`config.mk`:
```
export PLATFORM = sky130hd
export DESIGN_NAME = vga_sync_receiver
export DESIGN_NICKNAME = d
export VERILOG_FILES = /design/src/rtl/vga_timing_pkg.sv /design/src/rtl/vga_sync_edge.sv /design/src/rtl/vga_sync_receiver.sv
export SDC_FILE = /design/constraint.sdc
export NUM_CORES = 1
export LEC_CHECK = 0
export ABC_CLOCK_PERIOD_IN_PS = 4500
export BUFFER_PORTS_ARGS = -buffer_cell sky130_fd_sc_hd__buf_4
export CAP_MARGIN = 20
export CORE_AREA = 4 4 90 92
export CTS_CLUSTER_SIZE = 28
export DETAILED_ROUTE_END_ITERATION = 8
export DIE_AREA = 0 0 94 96
export GPL_ROUTABILITY_DRIVEN = 0
export GPL_TIMING_DRIVEN = 0
export PLACE_DENSITY = 0.73
export SLEW_MARGIN = 20
export SYNTH_ARGS = -nofsm -noshare
export SYNTH_HDL_FRONTEND = slang
export SYNTH_SLANG_ARGS = --single-unit
```
`constraint.sdc`:
```
create_clock -name i_clk -period 4.5 [get_ports i_clk]
set_clock_uncertainty 0.15 [all_clocks]
set_input_delay 0.225 -clock i_clk [delete_from_list [all_inputs] [get_ports i_clk]]
set_output_delay 0.225 -clock i_clk [all_outputs]
set_load 0.1 [all_outputs]
```
`src/rtl/vga_timing_pkg.sv`:
```
// -----------------------------------------------------------------------------
// vga_timing_pkg
// Shared VGA timing definitions for the sync generator and the sync receiver.
//   - Default 640x480@60 segment lengths (horizontal in clocks, vertical in lines)
//   - Sync pulse polarity default
//   - Receiver FSM state encoding
//   - Saturating 11-bit increment used by the receiver counters
// -----------------------------------------------------------------------------
package vga_timing_pkg;

    localparam int   H_ACTIVE_AREA = 640;
    localparam int   V_ACTIVE_AREA = 480;
    localparam int   H_TOTAL       = 800;
    localparam int   V_TOTAL       = 525;
    localparam int   H_SYNC        = 96;
    localparam int   H_BACK_PORCH  = 48;
    localparam int   H_FRONT_PORCH = 16;
    localparam int   V_SYNC        = 2;
    localparam int   V_BACK_PORCH  = 33;
    localparam int   V_FRONT_PORCH = 10;
    localparam logic SYNC_ACTIVE   = 1'b1;

    typedef enum logic [1:0] {
        SEARCH  = 2'd0,
        MEASURE = 2'd1,
        LOCKED  = 2'd2
    } rx_state_t;

    // Counters stick at all-ones instead of wrapping, so a dead sync input
    // can never alias back into a plausible length.
    function automatic logic [10:0] sat_inc11(input logic [10:0] value);
        return (value == 11'h7FF) ? value : value + 11'd1;
    endfunction

endpackage

```
`src/rtl/vga_sync_edge.sv`:
```
// -----------------------------------------------------------------------------
// vga_sync_edge
// Polarity-aware leading-edge detector for a sync signal.
//   i_clk      pixel clock
//   i_reset_n  synchronous active-low reset
//   i_en       sample enable: the previous-sample flop only updates when high,
//              and an edge is only reported while high
//   i_sync     sync input, SYNC_ACTIVE during the pulse
//   o_edge     combinational: i_sync active now, previous enabled sample inactive
// The previous-sample flop resets to the active level so a sync line held
// active through reset release is not mistaken for a fresh edge.
// -----------------------------------------------------------------------------
module vga_sync_edge #(
    parameter logic SYNC_ACTIVE = vga_timing_pkg::SYNC_ACTIVE
) (
    input  logic i_clk,
    input  logic i_reset_n,
    input  logic i_en,
    input  logic i_sync,
    output logic o_edge
);

    logic r_prev;

    always_ff @(posedge i_clk) begin
        if (!i_reset_n) begin
            r_prev <= SYNC_ACTIVE;
        end else if (i_en) begin
            r_prev <= i_sync;
        end
    end

    assign o_edge = i_en && (i_sync == SYNC_ACTIVE) && (r_prev != SYNC_ACTIVE);

endmodule

```
`src/rtl/vga_sync_receiver.sv`:
```
// -----------------------------------------------------------------------------
// vga_sync_receiver
// Aligns to an incoming hs/vs pair, verifies line and frame lengths, declares
// lock after one clean frame and regenerates active-area pixel coordinates.
//   i_clk         pixel clock
//   i_reset_n     synchronous active-low reset
//   i_hs, i_vs    sync inputs, SYNC_ACTIVE during the pulse
//   o_locked      timing verified, coordinates valid
//   o_lockLost    one-cycle pulse on each LOCKED -> SEARCH transition
//   o_activeArea  pixel inside the active window (locked only)
//   o_px, o_py    active-area coordinates, 0 outside the window
//   o_hLen        last measured line length (clocks)
//   o_vLen        last measured frame length (lines)
// Pipeline: stage 1 registers the line position (r_hCnt) and line number
// (r_lCnt) of each input sample together with the FSM state; stage 2 turns
// those into registered coordinates, giving a two-cycle coordinate latency.
// -----------------------------------------------------------------------------
module vga_sync_receiver #(
    parameter int   H_ACTIVE_AREA = vga_timing_pkg::H_ACTIVE_AREA,
    parameter int   V_ACTIVE_AREA = vga_timing_pkg::V_ACTIVE_AREA,
    parameter int   H_TOTAL       = vga_timing_pkg::H_TOTAL,
    parameter int   V_TOTAL       = vga_timing_pkg::V_TOTAL,
    parameter int   H_SYNC        = vga_timing_pkg::H_SYNC,
    parameter int   H_BACK_PORCH  = vga_timing_pkg::H_BACK_PORCH,
    parameter int   H_FRONT_PORCH = vga_timing_pkg::H_FRONT_PORCH,
    parameter int   V_SYNC        = vga_timing_pkg::V_SYNC,
    parameter int   V_BACK_PORCH  = vga_timing_pkg::V_BACK_PORCH,
    parameter int   V_FRONT_PORCH = vga_timing_pkg::V_FRONT_PORCH,
    parameter logic SYNC_ACTIVE   = vga_timing_pkg::SYNC_ACTIVE
) (
    input  logic        i_clk,
    input  logic        i_reset_n,
    input  logic        i_hs,
    input  logic        i_vs,
    output logic        o_locked,
    output logic        o_lockLost,
    output logic        o_activeArea,
    output logic [9:0]  o_px,
    output logic [9:0]  o_py,
    output logic [10:0] o_hLen,
    output logic [10:0] o_vLen
);

    import vga_timing_pkg::*;

    localparam logic [10:0] C_CNT_MAX = 11'h7FF;
    localparam logic [10:0] C_H_TOTAL = 11'(H_TOTAL);
    localparam logic [10:0] C_V_TOTAL = 11'(V_TOTAL);
    localparam logic [10:0] C_H_START = 11'(H_SYNC + H_BACK_PORCH);
    localparam logic [10:0] C_H_END   = 11'(H_TOTAL - H_FRONT_PORCH);
    localparam logic [10:0] C_H_ACT   = 11'(H_ACTIVE_AREA);
    localparam logic [10:0] C_V_START = 11'(V_SYNC + V_BACK_PORCH);
    localparam logic [10:0] C_V_END   = 11'(V_TOTAL - V_FRONT_PORCH);
    localparam logic [10:0] C_V_ACT   = 11'(V_ACTIVE_AREA);

    // ------------------------------------------------------------------
    // Edge detection. The vs detector is only clocked on hs edges, so its
    // "edge" is exactly a frame start: vs active at this hs edge but not at
    // the previous one. This tolerates vs leading or lagging hs by up to
    // one line minus one clock.
    // ------------------------------------------------------------------
    logic w_hsEdge;
    logic w_frameStart;

    vga_sync_edge #(.SYNC_ACTIVE(SYNC_ACTIVE)) u_hs_edge (
        .i_clk     (i_clk),
        .i_reset_n (i_reset_n),
        .i_en      (1'b1),
        .i_sync    (i_hs),
        .o_edge    (w_hsEdge)
    );

    vga_sync_edge #(.SYNC_ACTIVE(SYNC_ACTIVE)) u_vs_edge (
        .i_clk     (i_clk),
        .i_reset_n (i_reset_n),
        .i_en      (w_hsEdge),
        .i_sync    (i_vs),
        .o_edge    (w_frameStart)
    );

    // ------------------------------------------------------------------
    // Position counters and length measurements (stage 1)
    // ------------------------------------------------------------------
    logic [10:0] r_hCnt;
    logic [10:0] r_lCnt;
    logic [10:0] w_hLenMeas;
    logic [10:0] w_vLenMeas;

    // Length of the line/frame that ends at the current edge: the last
    // position before the edge plus one.
    assign w_hLenMeas = sat_inc11(r_hCnt);
    assign w_vLenMeas = sat_inc11(r_lCnt);

    always_ff @(posedge i_clk) begin
        if (!i_reset_n) begin
            r_hCnt <= '0;
            r_lCnt <= '0;
            o_hLen <= '0;
            o_vLen <= '0;
        end else begin
            if (w_hsEdge) begin
                r_hCnt <= '0;
                o_hLen <= w_hLenMeas;
            end else begin
                r_hCnt <= w_hLenMeas;
            end

            if (w_frameStart) begin
                r_lCnt <= '0;
                o_vLen <= w_vLenMeas;
            end else if (w_hsEdge) begin
                r_lCnt <= w_vLenMeas;
            end
        end
    end

    // ------------------------------------------------------------------
    // Lock FSM
    // ------------------------------------------------------------------
    rx_state_t r_state;
    rx_state_t w_stateNext;
    logic      w_lineErr;
    logic      w_frameOk;
    logic      w_watchdog;

    assign w_lineErr  = w_hsEdge && (w_hLenMeas != C_H_TOTAL);
    assign w_frameOk  = w_frameStart && (w_vLenMeas == C_V_TOTAL);
    assign w_watchdog = (r_hCnt == C_CNT_MAX);

    always_comb begin
        w_stateNext = r_state;
        unique case (r_state)
            SEARCH: begin
                if (w_frameStart) begin
                    w_stateNext = MEASURE;
                end
            end
            MEASURE: begin
                // A bad line outranks a frame start landing on the same edge.
                if (w_lineErr) begin
                    w_stateNext = SEARCH;
                end else if (w_frameOk) begin
                    w_stateNext = LOCKED;
                end
            end
            LOCKED: begin
                if (w_lineErr || (w_frameStart && !w_frameOk)) begin
                    w_stateNext = SEARCH;
                end
            end
            default: begin
                w_stateNext = SEARCH;
            end
        endcase
        // hs has stopped toggling: drop whatever we believed.
        if (w_watchdog) begin
            w_stateNext = SEARCH;
        end
    end

    always_ff @(posedge i_clk) begin
        if (!i_reset_n) begin
            r_state    <= SEARCH;
            o_locked   <= 1'b0;
            o_lockLost <= 1'b0;
        end else begin
            r_state    <= w_stateNext;
            o_locked   <= (w_stateNext == LOCKED);
            o_lockLost <= (r_state == LOCKED) && (w_stateNext == SEARCH);
        end
    end

    // ------------------------------------------------------------------
    // Coordinate stage (stage 2). r_hCnt, r_lCnt and r_state all describe
    // the same input sample here.
    // ------------------------------------------------------------------
    logic [10:0] w_xOff;
    logic [10:0] w_yOff;
    logic        w_inH;
    logic        w_inV;
    logic        w_active;

    assign w_xOff = r_hCnt - C_H_START;
    assign w_yOff = r_lCnt - C_V_START;

    // The offset bound keeps the window no wider than the active area even
    // if the porch parameters are configured inconsistently.
    assign w_inH    = (r_hCnt >= C_H_START) && (r_hCnt < C_H_END) && (w_xOff < C_H_ACT);
    assign w_inV    = (r_lCnt >= C_V_START) && (r_lCnt < C_V_END) && (w_yOff < C_V_ACT);
    assign w_active = w_inH && w_inV && (r_state == LOCKED);

    always_ff @(posedge i_clk) begin
        if (!i_reset_n) begin
            o_activeArea <= 1'b0;
            o_px         <= '0;
            o_py         <= '0;
        end else begin
            o_activeArea <= w_active;
            o_px         <= w_active ? w_xOff[9:0] : 10'd0;
            o_py         <= w_active ? w_yOff[9:0] : 10'd0;
        end
    end

endmodule

```
# Word level (Yosys, flattened, before mapping)
# Cells that the tools add are included.
# totals
regBits	71
latchBits	0
mem_bits_rw	0
rom_bits	0
inputBits	4
output_inout_bits	45
word_cells	60
memories	0
# classes
addsub	4
multipliers	0
div_mod_pow	0
magnitude_cmp	6
eq_ne	7
shifts	0
mux	8
bitwise_logic	3
n_reduce_logical	20
# ops
operator	n
< comparator 11 x 10 -> 1 bit, second input constant	3
adder 11 x 1 -> 11 bit, second input constant	2
equality test 11 bit, second input constant	2
2-to-1 mux 11 bit	2
logical AND 1 bit	13
equality test 11 x 10 -> 1 bit, second input constant	1
>= comparator 11 x 6 -> 1 bit, second input constant	1
>= comparator 11 x 8 -> 1 bit, second input constant	1
< comparator 11 x 9 -> 1 bit, second input constant	1
!= test 11 x 10 -> 1 bit, second input constant	1
subtractor 11 x 6 -> 11 bit, second input constant	1
subtractor 11 x 8 -> 11 bit, second input constant	1
2-to-1 mux 2 bit	5
one-hot mux 2 bit (3 select lines)	1
equality test 2 bit, second input constant	2
zero test 2 bit	2
OR reduction 2 bit	2
NOT 1 bit	3
equality test 2 x 1 -> 1 bit, second input constant	1
AND reduction 2 bit	1
zero test 1 bit	1
logical OR 1 bit	1

# Longest topological paths before layout
# Gate-level depths: netlist of run 1.
# depth
word_depth	13
mapped_depth	10
mapped_depth_nobuf	8

# Hierarchy
# Synthesis of run 1 repeated with hierarchy kept, for this count alone.
# unflattened
hier_cells	372
hier_area_um2	3153.0
# by_module_without_submodules
mod	instances	cells_per_inst	area_per_inst_um2	seq_area_each_um2
vga_sync_receiver	1	362	3075.4	1381.3
vga_sync_edge	2	5	38.8	20.0

# Worst setup path after synthesis of run 1
# Ideal clock, no wire load.
# synth_timing
path_type	reg2reg
start	reg r_hCnt[4]
end	reg o_px[7]
setup_time_ns	0.073
arrival_time_ns	2.032
t_required_ns	4.277
setup_slack_ns	2.246
path_stages_with_launch	11
n_path_buf	2
cell_sequence	dfxtp_1 clkbuf_1 inv_1 ha_1 o211ai_1 a21oi_1 o21bai_1 o2111ai_1 or4_4 buf_6 nor3b_2
# synth_between
elab_chain_cells	6
word_cells_on_any_way	9
# synth_lines
item	line	text
from (decl)	vga_sync_receiver.sv:84	logic [10:0] r_hCnt;
from (signal assigned)	vga_sync_receiver.sv:105	r_hCnt <= w_hLenMeas;
subtractor 11 x 8 -> 11 bit	vga_sync_receiver.sv:183	assign w_xOff = r_hCnt - C_H_START;
named net w_xOff[4]	vga_sync_receiver.sv:177	logic [10:0] w_xOff;
< comparator 11 x 10 -> 1 bit	vga_sync_receiver.sv:188	assign w_inH = (r_hCnt >= C_H_START) && (r_hCnt < C_H_END) && (w_xOff < C_H_ACT);
logical AND 1 bit	vga_sync_receiver.sv:188	
logical AND 1 bit (2 in series)	vga_sync_receiver.sv:190	assign w_active = w_inH && w_inV && (r_state == LOCKED);
AND reduction 2 bit (no line)	-	
to (signal assigned)	vga_sync_receiver.sv:199	o_px <= w_active ? w_xOff[9:0] : 10'd0;
to (decl)	vga_sync_receiver.sv:38	output logic [9:0] o_px,
# The timed path passes the listed nets, and every way through them passes these cells.
# A chain may end at the register's enable or synchronous reset.

# Worst setup path after layout of run 1
# layout_timing
start	reg r_hCnt[4]
end	reg o_locked
# layout_between
elab_chain_cells	9
word_cells_on_any_way	11
# layout_lines
item	line	text
adder 11 x 1 -> 11 bit or equality test 11 bit (tied branches)	vga_timing_pkg.sv:32, vga_sync_receiver.sv:128	
2-to-1 mux 11 bit	vga_timing_pkg.sv:32	return (value == 11'h7FF) ? value : value + 11'd1;
!= test 11 x 10 -> 1 bit	vga_sync_receiver.sv:126	assign w_lineErr = w_hsEdge && (w_hLenMeas != C_H_TOTAL);
logical AND 1 bit	vga_sync_receiver.sv:126	
logical OR 1 bit	vga_sync_receiver.sv:147	if (w_lineErr || (w_frameStart && !w_frameOk)) begin
2-to-1 mux 2 bit	vga_sync_receiver.sv:147	
one-hot mux 2 bit (3 select lines)	vga_sync_receiver.sv:132	unique case (r_state)
2-to-1 mux 2 bit (*)	vga_sync_receiver.sv:156	if (w_watchdog) begin
equality test 2 bit (*)	vga_sync_receiver.sv:168	o_locked <= (w_stateNext == LOCKED);
to (signal assigned)	vga_sync_receiver.sv:168	
to (decl)	vga_sync_receiver.sv:35	output logic o_locked,
# Every way passes the cells marked *; elsewhere a longest branch is shown, timed or not.

==> qor.csv, run 1 <==
stage,metric,value,unit
timing,fin crit share,0.6509,
die,Initial Util,0.4495,
synthesis,most used flip-flop cell after synthesis,dfxtp_1,
power,Leak,1.565,nW
finish,layout cells sized above 1,0.1846,
synthesis,"Async S/R FF share, synth",0,
setup_path,crit path max fanout,10,
drt,DRC Markers,0,
synthesis,Cells after Synth,390,
clocking,post-CTS setup buffer count,0,
power,Psw,0.3321,mW
grt,largest net degree at the start of global routing,14,
grt,gr ovfl total,0,
finish,Antenna Cells,0,
synthesis,YS warnings,0,
setup_path,kind of critical path,reg -> reg,
synthesis,post-synth top area share,0.4383,
timing,post-layout min period,2.929,ns
clocking,clock tree root driver cell,clkbuf_8,
grt,overall global routing resource usage,0.1901,
power,Net Sw Frac,0.2653,
die,# IOs,49,
grt,antenna violations before repair,0,
setup_path,Arrival @ worst endpoint,3.05,ns
clocking,CTS clock-pin slew for the worst setup and hold paths,0.08,ns
drt,DR vias,2938,
clocking,worst skew pair latency,0.35,ns
job,max_cap viols,0,
synthesis,"Seq/Total Area, Yosys",0.4383,
power,Max VDD drop,204.5,uV
setup_path,Slowest Stage Delay on Critical Path,0.77,ns
synthesis,top post-synthesis cells by area,"dfxtp_1 (44%), nor2_1 (8.2%), xnor2_1 (4.1%)",
drt,number of vias per cell,5.303,
setup_path,cells along the critical path,"clkbuf_1, and4_1, nand3_1, xnor2_1, a2111oi_0, a21oi_1, nor3b_1",
setup_path,startpoint type of the worst setup path,register,
synthesis,Synth Cell Area,3243,sq um
power,pwr/cell area,318.0,nW/um^2
setup_path,critical path endpoint category,register,
synthesis,#FFs+latches synth,71,
synthesis,syn_area_per_cell,8.316,sq um
power,Comb power frac,0.080,
finish,Area Growth Syn to Fin,21.37,%
timing,Setup TNS,0,ns
drt,First-pass DRT Iterations,4,
synthesis,Syn Nets,398,
synthesis,Post-synth EDFFs,0,
power,Flop pwr share,0.514,
clocking,clock sinks,71,
run_status,status,completed,
worst_hold_path,Hold Path Class,in -> reg,
place,DP Wirelength,5678,um
power,P_int,0.9197,mW
timing,unrepaired setup endpoints after global routing,false,
grt,vias in the first global route,2713,
timing,fmax,341.4,MHz
drt,Routed Antenna Nets,0,
clocking,CTS tree,yes,
power,Power Total,1.252,mW
synthesis,largest area contributor in the netlist,dfxtp_1,
clocking,Inserted Clock Buffers,9,
setup_path,reg2reg setup slack,1.57,ns
setup_path,Crit-path slowest cell,a2111oi_0,
die,die height,96,um
drt,average wire per standard cell,14.68,um
grt,first-pass GRT wire length,13410,um
clocking,CTS H-tree depth,3,
finish,# nets final,458,
die,total core area,7214,sq um
die,Row Count,31,
setup_path,CP required,4.62,ns
power,Clk pwr share,0.405,
timing,Final Setup Violations,0,
timing,Slew HR,0.3386,
die,die area,9024,sq um
die,die width,94,um
timing,"Slew Viols, Final",0,
timing,Slew @ Worst Pin,0.9670,ns
drt,final WL,8132,um
timing,Fin. Hold Viols,0,
place,count of buffers from port buffering,47,
synthesis,Synth cell types,55,
drt,1st-iter DRT viols,247,
clocking,clk buf depth,2,
[metrics by stage]
stage | cell area [sq um] | worst slack [ns] | instances | hold slack (ns) | utilization
final | 3936 | 1.571 | 554 | 0.09496 | 0.5456
after global routing | 3936 | 1.480 | 554 | 0.1002 | 0.5456
after CTS | 3936 | 1.654 | 554 | 0.09018 | 0.5456
after detailed placement | 3720 | 1.718 | 536 | 0.2945 | 0.5156
after global placement | 3720 | 1.771 | 536 | 0.2773 | 0.5156
after floorplan | 3243 | 2.246 | 390 | 0.1765 | -
[power by group through the flow]
stage	Clock, mW	Sequential, mW	Combinational (mW)
finish	0.508	0.644	0.100
global route	0.546	0.645	0.108
CTS	0.515	0.644	0.0999
detailed placement	0	0.659	0.0971
global placement	0	0.658	0.0962
floorplan	0	0.693	0.0391
[cells in the final DEF, fill, tap and decap left out, types with 4 or more instances in the layout]
cell,count
a211oi_1,13
a21oi_1,23
a31oi_1,4
and2_1,7
and3_1,5
buf_2,10
buf_4,47
clkbuf_1,17
clkbuf_8,9
dfxtp_1,71
ha_1,4
inv_1,11
mux2i_1,5
nand2_1,29
nand2b_1,4
nand3_1,13
nand4_1,5
nor2_1,71
nor2b_1,6
nor3_1,6
nor3b_1,5
o21ai_0,8
xnor2_1,15
xor2_1,8
[worst max-delay path, delay by kind of cell (launching register included)]
| family | cells | cell delay, ns |
|---|---|---|
| AO/OA/AOI/OAI | 2 | 1.03 |
| AND/OR/NAND/NOR | 3 | 0.70 |
| flip-flops | 1 | 0.39 |
| buffers and inverters | 1 | 0.39 |
| XOR/XNOR | 1 | 0.18 |
[logic make-up after synthesis]
family / Yosys count / share of synthesized area
AOI/OAI and AO/OA: 75 / 0.1555
xor gates and xnor gates: 23 / 0.06212
adders and majority gates: 4 / 0.01543
buffers and inverters: 42 / 0.05710
DFF: 71 / 0.4383
muxes: 5 / 0.01543
other: 1 / 0.001156
and+or+nand+nor: 169 / 0.2550
[flip-flops by register name, summed over array words and instances (netlist names)]
signal	count
o_activeArea	1
r_lCnt	11
u_hs_edge.r_prev	1
o_px	10
o_locked	1
r_hCnt	11
u_vs_edge.r_prev	1
o_py	10
o_lockLost	1
r_state	2
o_vLen	11
o_hLen	11
[layer usage]
metal / GRT usage / wire length [um] / vias up / part of all wire
li1: - / - / 1463 / -
met1: 0.2628 / 3860 / 1373 / 0.47
met2: 0.2957 / 3720 / 90 / 0.46
met3: 0.03440 / 396 / 12 / 0.049
met4: 0.07220 / 154 / 0 / 0.019
met5: 0 / 0 / - / 0
[synth_stat cells (2+ instances only)]
| cell | number |
|---|---|
| mux2i_1 | 5 |
| nand2b_1 | 4 |
| buf_1 | 2 |
| a31oi_1 | 4 |
| a31o_2 | 3 |
| nand4_1 | 5 |
| or2_2 | 2 |
| o21bai_1 | 2 |
| buf_2 | 10 |
| or3_1 | 2 |
| nand3_1 | 13 |
| o21ai_0 | 8 |
| xnor2_1 | 15 |
| nor2_1 | 71 |
| or4_1 | 2 |
| and3_1 | 5 |
| nor2b_1 | 6 |
| a2111oi_0 | 2 |
| clkbuf_1 | 17 |
| o21a_1 | 3 |
| a311oi_1 | 2 |
| a211oi_1 | 13 |
| nor3_1 | 6 |
| and2_1 | 7 |
| a21oi_1 | 23 |
| ha_1 | 4 |
| nand2_1 | 29 |
| xor2_1 | 8 |
| dfxtp_1 | 71 |
| buf_6 | 2 |
| nand3b_1 | 3 |
| inv_1 | 11 |
| nor4bb_1 | 2 |
| nor3b_1 | 5 |
| o2111ai_1 | 3 |
[timing repair]
item	CTS	global route
hold buffers	2	0
gates resized for setup	0	0
endpoints found under the hold margin	2	0
[area by class of cell]
type                    instances  area [sq um]
clock inverters                 7         72.57
fillers                       685          3278
flip-flops and latches         71          1421
repair buffers                 49         372.9
clock buffers                   9         123.9
multi-input cells             277          1637
inverters                      11         41.29
well taps                      99         123.9
plain buffers                  31         143.9
[path summary, 6_finish.rpt]
kind,startpoint,endpoint,depth (start not counted)
worst max-delay path,r_hCnt[4]$_SDFF_PP0_,o_locked$_SDFF_PN0_,7
worst min-delay path,i_reset_n,u_vs_edge.r_prev$_SDFFE_PN1P_,2
worst min register to register,o_vLen[6]$_SDFFE_PN0P_,o_vLen[6]$_SDFFE_PN0P_,2
worst max register to register,r_hCnt[4]$_SDFF_PP0_,o_locked$_SDFF_PN0_,7
No activity file was read; power rests on OpenSTA's default activity.
==> inputs of run 2 (changes only) <==
ABC_CLOCK_PERIOD_IN_PS = 2450   (was 4500)
PLACE_DENSITY = 0.75   (was 0.73)
clock period = 2.45 ns   (was 4.5 ns; I/O delays follow)
==> qor.csv, run 2 (synthesized netlist as in run 1, its figures left out) <==
stage,metric,value,unit,change
die,total core area,7214,sq um,unchanged
drt,number of vias per cell,5.360,,+1.1%
setup_path,startpoint type of the worst setup path,register,,
timing,fmax,433.8,MHz,+27%
grt,vias in the first global route,2790,,+2.8%
power,Comb power frac,0.077,,-0.003
drt,DRC Markers,0,,unchanged
grt,antenna violations before repair,0,,unchanged
place,count of buffers from port buffering,47,,unchanged
power,Leak,1.639,nW,+4.7%
setup_path,CP required,2.58,ns,-2.04 ns
finish,Area Growth Syn to Fin,26.58,%,
die,# IOs,49,,unchanged
finish,Reg area,1425,sq um,+0.26%
place,dpl cells,536,,unchanged
clocking,worst skew pair latency,0.35,ns,about the same
finish,fin util,0.5690,,+0.02341
worst_hold_path,hold_sp,i_reset_n,,
drt,DR vias,3007,,+2.3%
finish,"commonest cells after routing, fill and taps aside","nor2_1 (71), dfxtp_1 (68), buf_4 (55)",,
power,Net Sw Frac,0.2535,,-0.01180
clocking,CTS clock-pin slew for the worst setup and hold paths,0.08,ns,about the same
clocking,Inserted Clock Buffers,9,,unchanged
clocking,clk buf depth,2,,unchanged
die,Initial Util,0.4495,,unchanged
finish,Antenna Cells,0,,unchanged
clocking,clock sinks,71,,unchanged
job,max_cap viols,0,,unchanged
clocking,CTS H-tree depth,3,,unchanged
grt,gr ovfl total,0,,unchanged
worst_hold_path,Hold Path Depth,3,,+1
worst_hold_path,Worst Hold Path EP,o_vLen[10]$_SDFFE_PN0P_,,
place,DP Wirelength,5708,um,+0.52%
finish,post-route cell area,4105,sq um,+4.3%
drt,average wire per standard cell,14.58,um,-0.66%
timing,Fin. Hold Viols,0,,unchanged
drt,Routed Antenna Nets,0,,unchanged
drt,First-pass DRT Iterations,4,,unchanged
setup_path,crit path max fanout,10,,unchanged
timing,"Slew Viols, Final",0,,unchanged
finish,# nets final,465,,+1.5%
finish,FILL cells,681,,-0.58%
finish,"commonest non-fill, non-tap cell in the layout",nor2_1,,
timing,Slew @ Worst Pin,0.8180,ns,-0.1491 ns
power,Clk pwr share,0.440,,+0.035
setup_path,kind of critical path,reg -> reg,,
setup_path,R2R Path Start,r_hCnt[9]$_SDFF_PP0_,,
die,die area,9024,sq um,unchanged
power,Power Total,2.451,mW,+96%
die,die width,94,um,unchanged
power,P_int,1.829,mW,+99%
clocking,clock tree root driver cell,clkbuf_8,,
finish,layout cells sized above 1,0.2316,,+0.04699
setup_path,critical path endpoint category,register,,
grt,overall global routing resource usage,0.1892,,-0.0008900
run_status,status,completed,,
power,Flop pwr share,0.483,,-0.031
worst_hold_path,Hold Path Class,in -> reg,,
finish,Multi-input gate area,1687,sq um,+3.1%
setup_path,Arrival @ worst endpoint,2.43,ns,-0.62 ns
timing,Setup TNS,0,ns,unchanged
setup_path,FF-to-FF End,r_state[1]$_SDFF_PN0_,,
drt,1st-iter DRT viols,167,,-32%
grt,first-pass GRT wire length,13370,um,-0.25%
grt,largest net degree at the start of global routing,14,,unchanged
die,die height,96,um,unchanged
timing,post-layout min period,2.305,ns,-0.6236 ns
clocking,CTS tree,yes,,
timing,Slew HR,0.4535,,+0.1149
power,Max VDD drop,307.3,uV,+50%
timing,Final Setup Violations,0,,unchanged
power,Psw,0.6212,mW,+87%
die,Row Count,31,,unchanged
drt,final WL,8180,um,+0.59%
setup_path,reg2reg setup slack,0.14,ns,-1.43 ns
power,pwr/cell area,597.0,nW/um^2,+88%
setup_path,Critical Path Start,r_hCnt[9]$_SDFF_PP0_,,
setup_path,reg2reg path depth,7,,unchanged
place,Post-DP Area,3720,sq um,unchanged
finish,fin cells,561,,+1.3%
timing,fin crit share,0.9410,,+0.2901
run 2: how the worst max path moves through the flow:
stage,slack [ns],end
floorplan,0.20,o_px[7]$_SDFF_PN0_
global placement,-0.13,o_locked$_SDFF_PN0_
detailed placement,-0.20,r_state[1]$_SDFF_PN0_
CTS,0.0006,r_state[1]$_SDFF_PN0_
global route,-0.008,o_locked$_SDFF_PN0_
finish,0.14,r_state[1]$_SDFF_PN0_
run 2: what timing repair did:
item,CTS,global route
hold buffers,4,0
resized for setup,6,31
pin swaps,0,2
setup endpoints to repair,24,44
endpoints found under the hold margin,2,0
setup buffers,0,5
run 2: power by group through the flow:
stage          clock network, mW  registers, mW  logic, mW
6_report                    1.08           1.18      0.188
5_1_grt                     1.15           1.19      0.202
3_5_place_dp                   0           1.21      0.178
2_1_floorplan                  0           1.27     0.0719
3_3_place_gp                   0           1.21      0.177
4_1_cts                     1.09           1.18      0.185
run 2: per-layer routing:
layer | GRT usage | vias to the layer above | share of wire
met4 | 0.09146 | 0 | 0.012
met5 | 0 | - | 0
met3 | 0.05395 | 8 | 0.059
li1 | - | 1481 | -
met2 | 0.2886 | 83 | 0.47
met1 | 0.2461 | 1435 | 0.46
run 2: final cells by class:
type                       instances  share of cell area
inverter                          11             0.01006
multi-input combinational        277              0.4109
buffer                            31             0.04084
timing repair buffer              56              0.1048
sequential                        71              0.3472
clock inverter                     6             0.02255
clock buffer                      10             0.03353
tap                               99             0.03017
run 2: through the flow:
| step | hold slack (ns) | worst slack, ns |
|---|---|---|
| 2_1_floorplan | 0.07397 | 0.1956 |
| 5_1_grt | 0.06226 | -0.007512 |
| 4_1_cts | 0.03179 | 0.0006302 |
| 3_3_place_gp | 0.1746 | -0.1268 |
| 3_5_place_dp | 0.1844 | -0.2006 |
| 6_report | 0.05504 | 0.1445 |
run 2: worst max-delay path, cell delays in order, from the launching register on:
cell	delay, ns
dfxtp_1	0.34
clkbuf_4	0.21
nand3_1	0.15
or4b_2	0.70
o311ai_2	0.13
and3_1	0.22
a21oi_1	0.11
nor3b_1	0.22
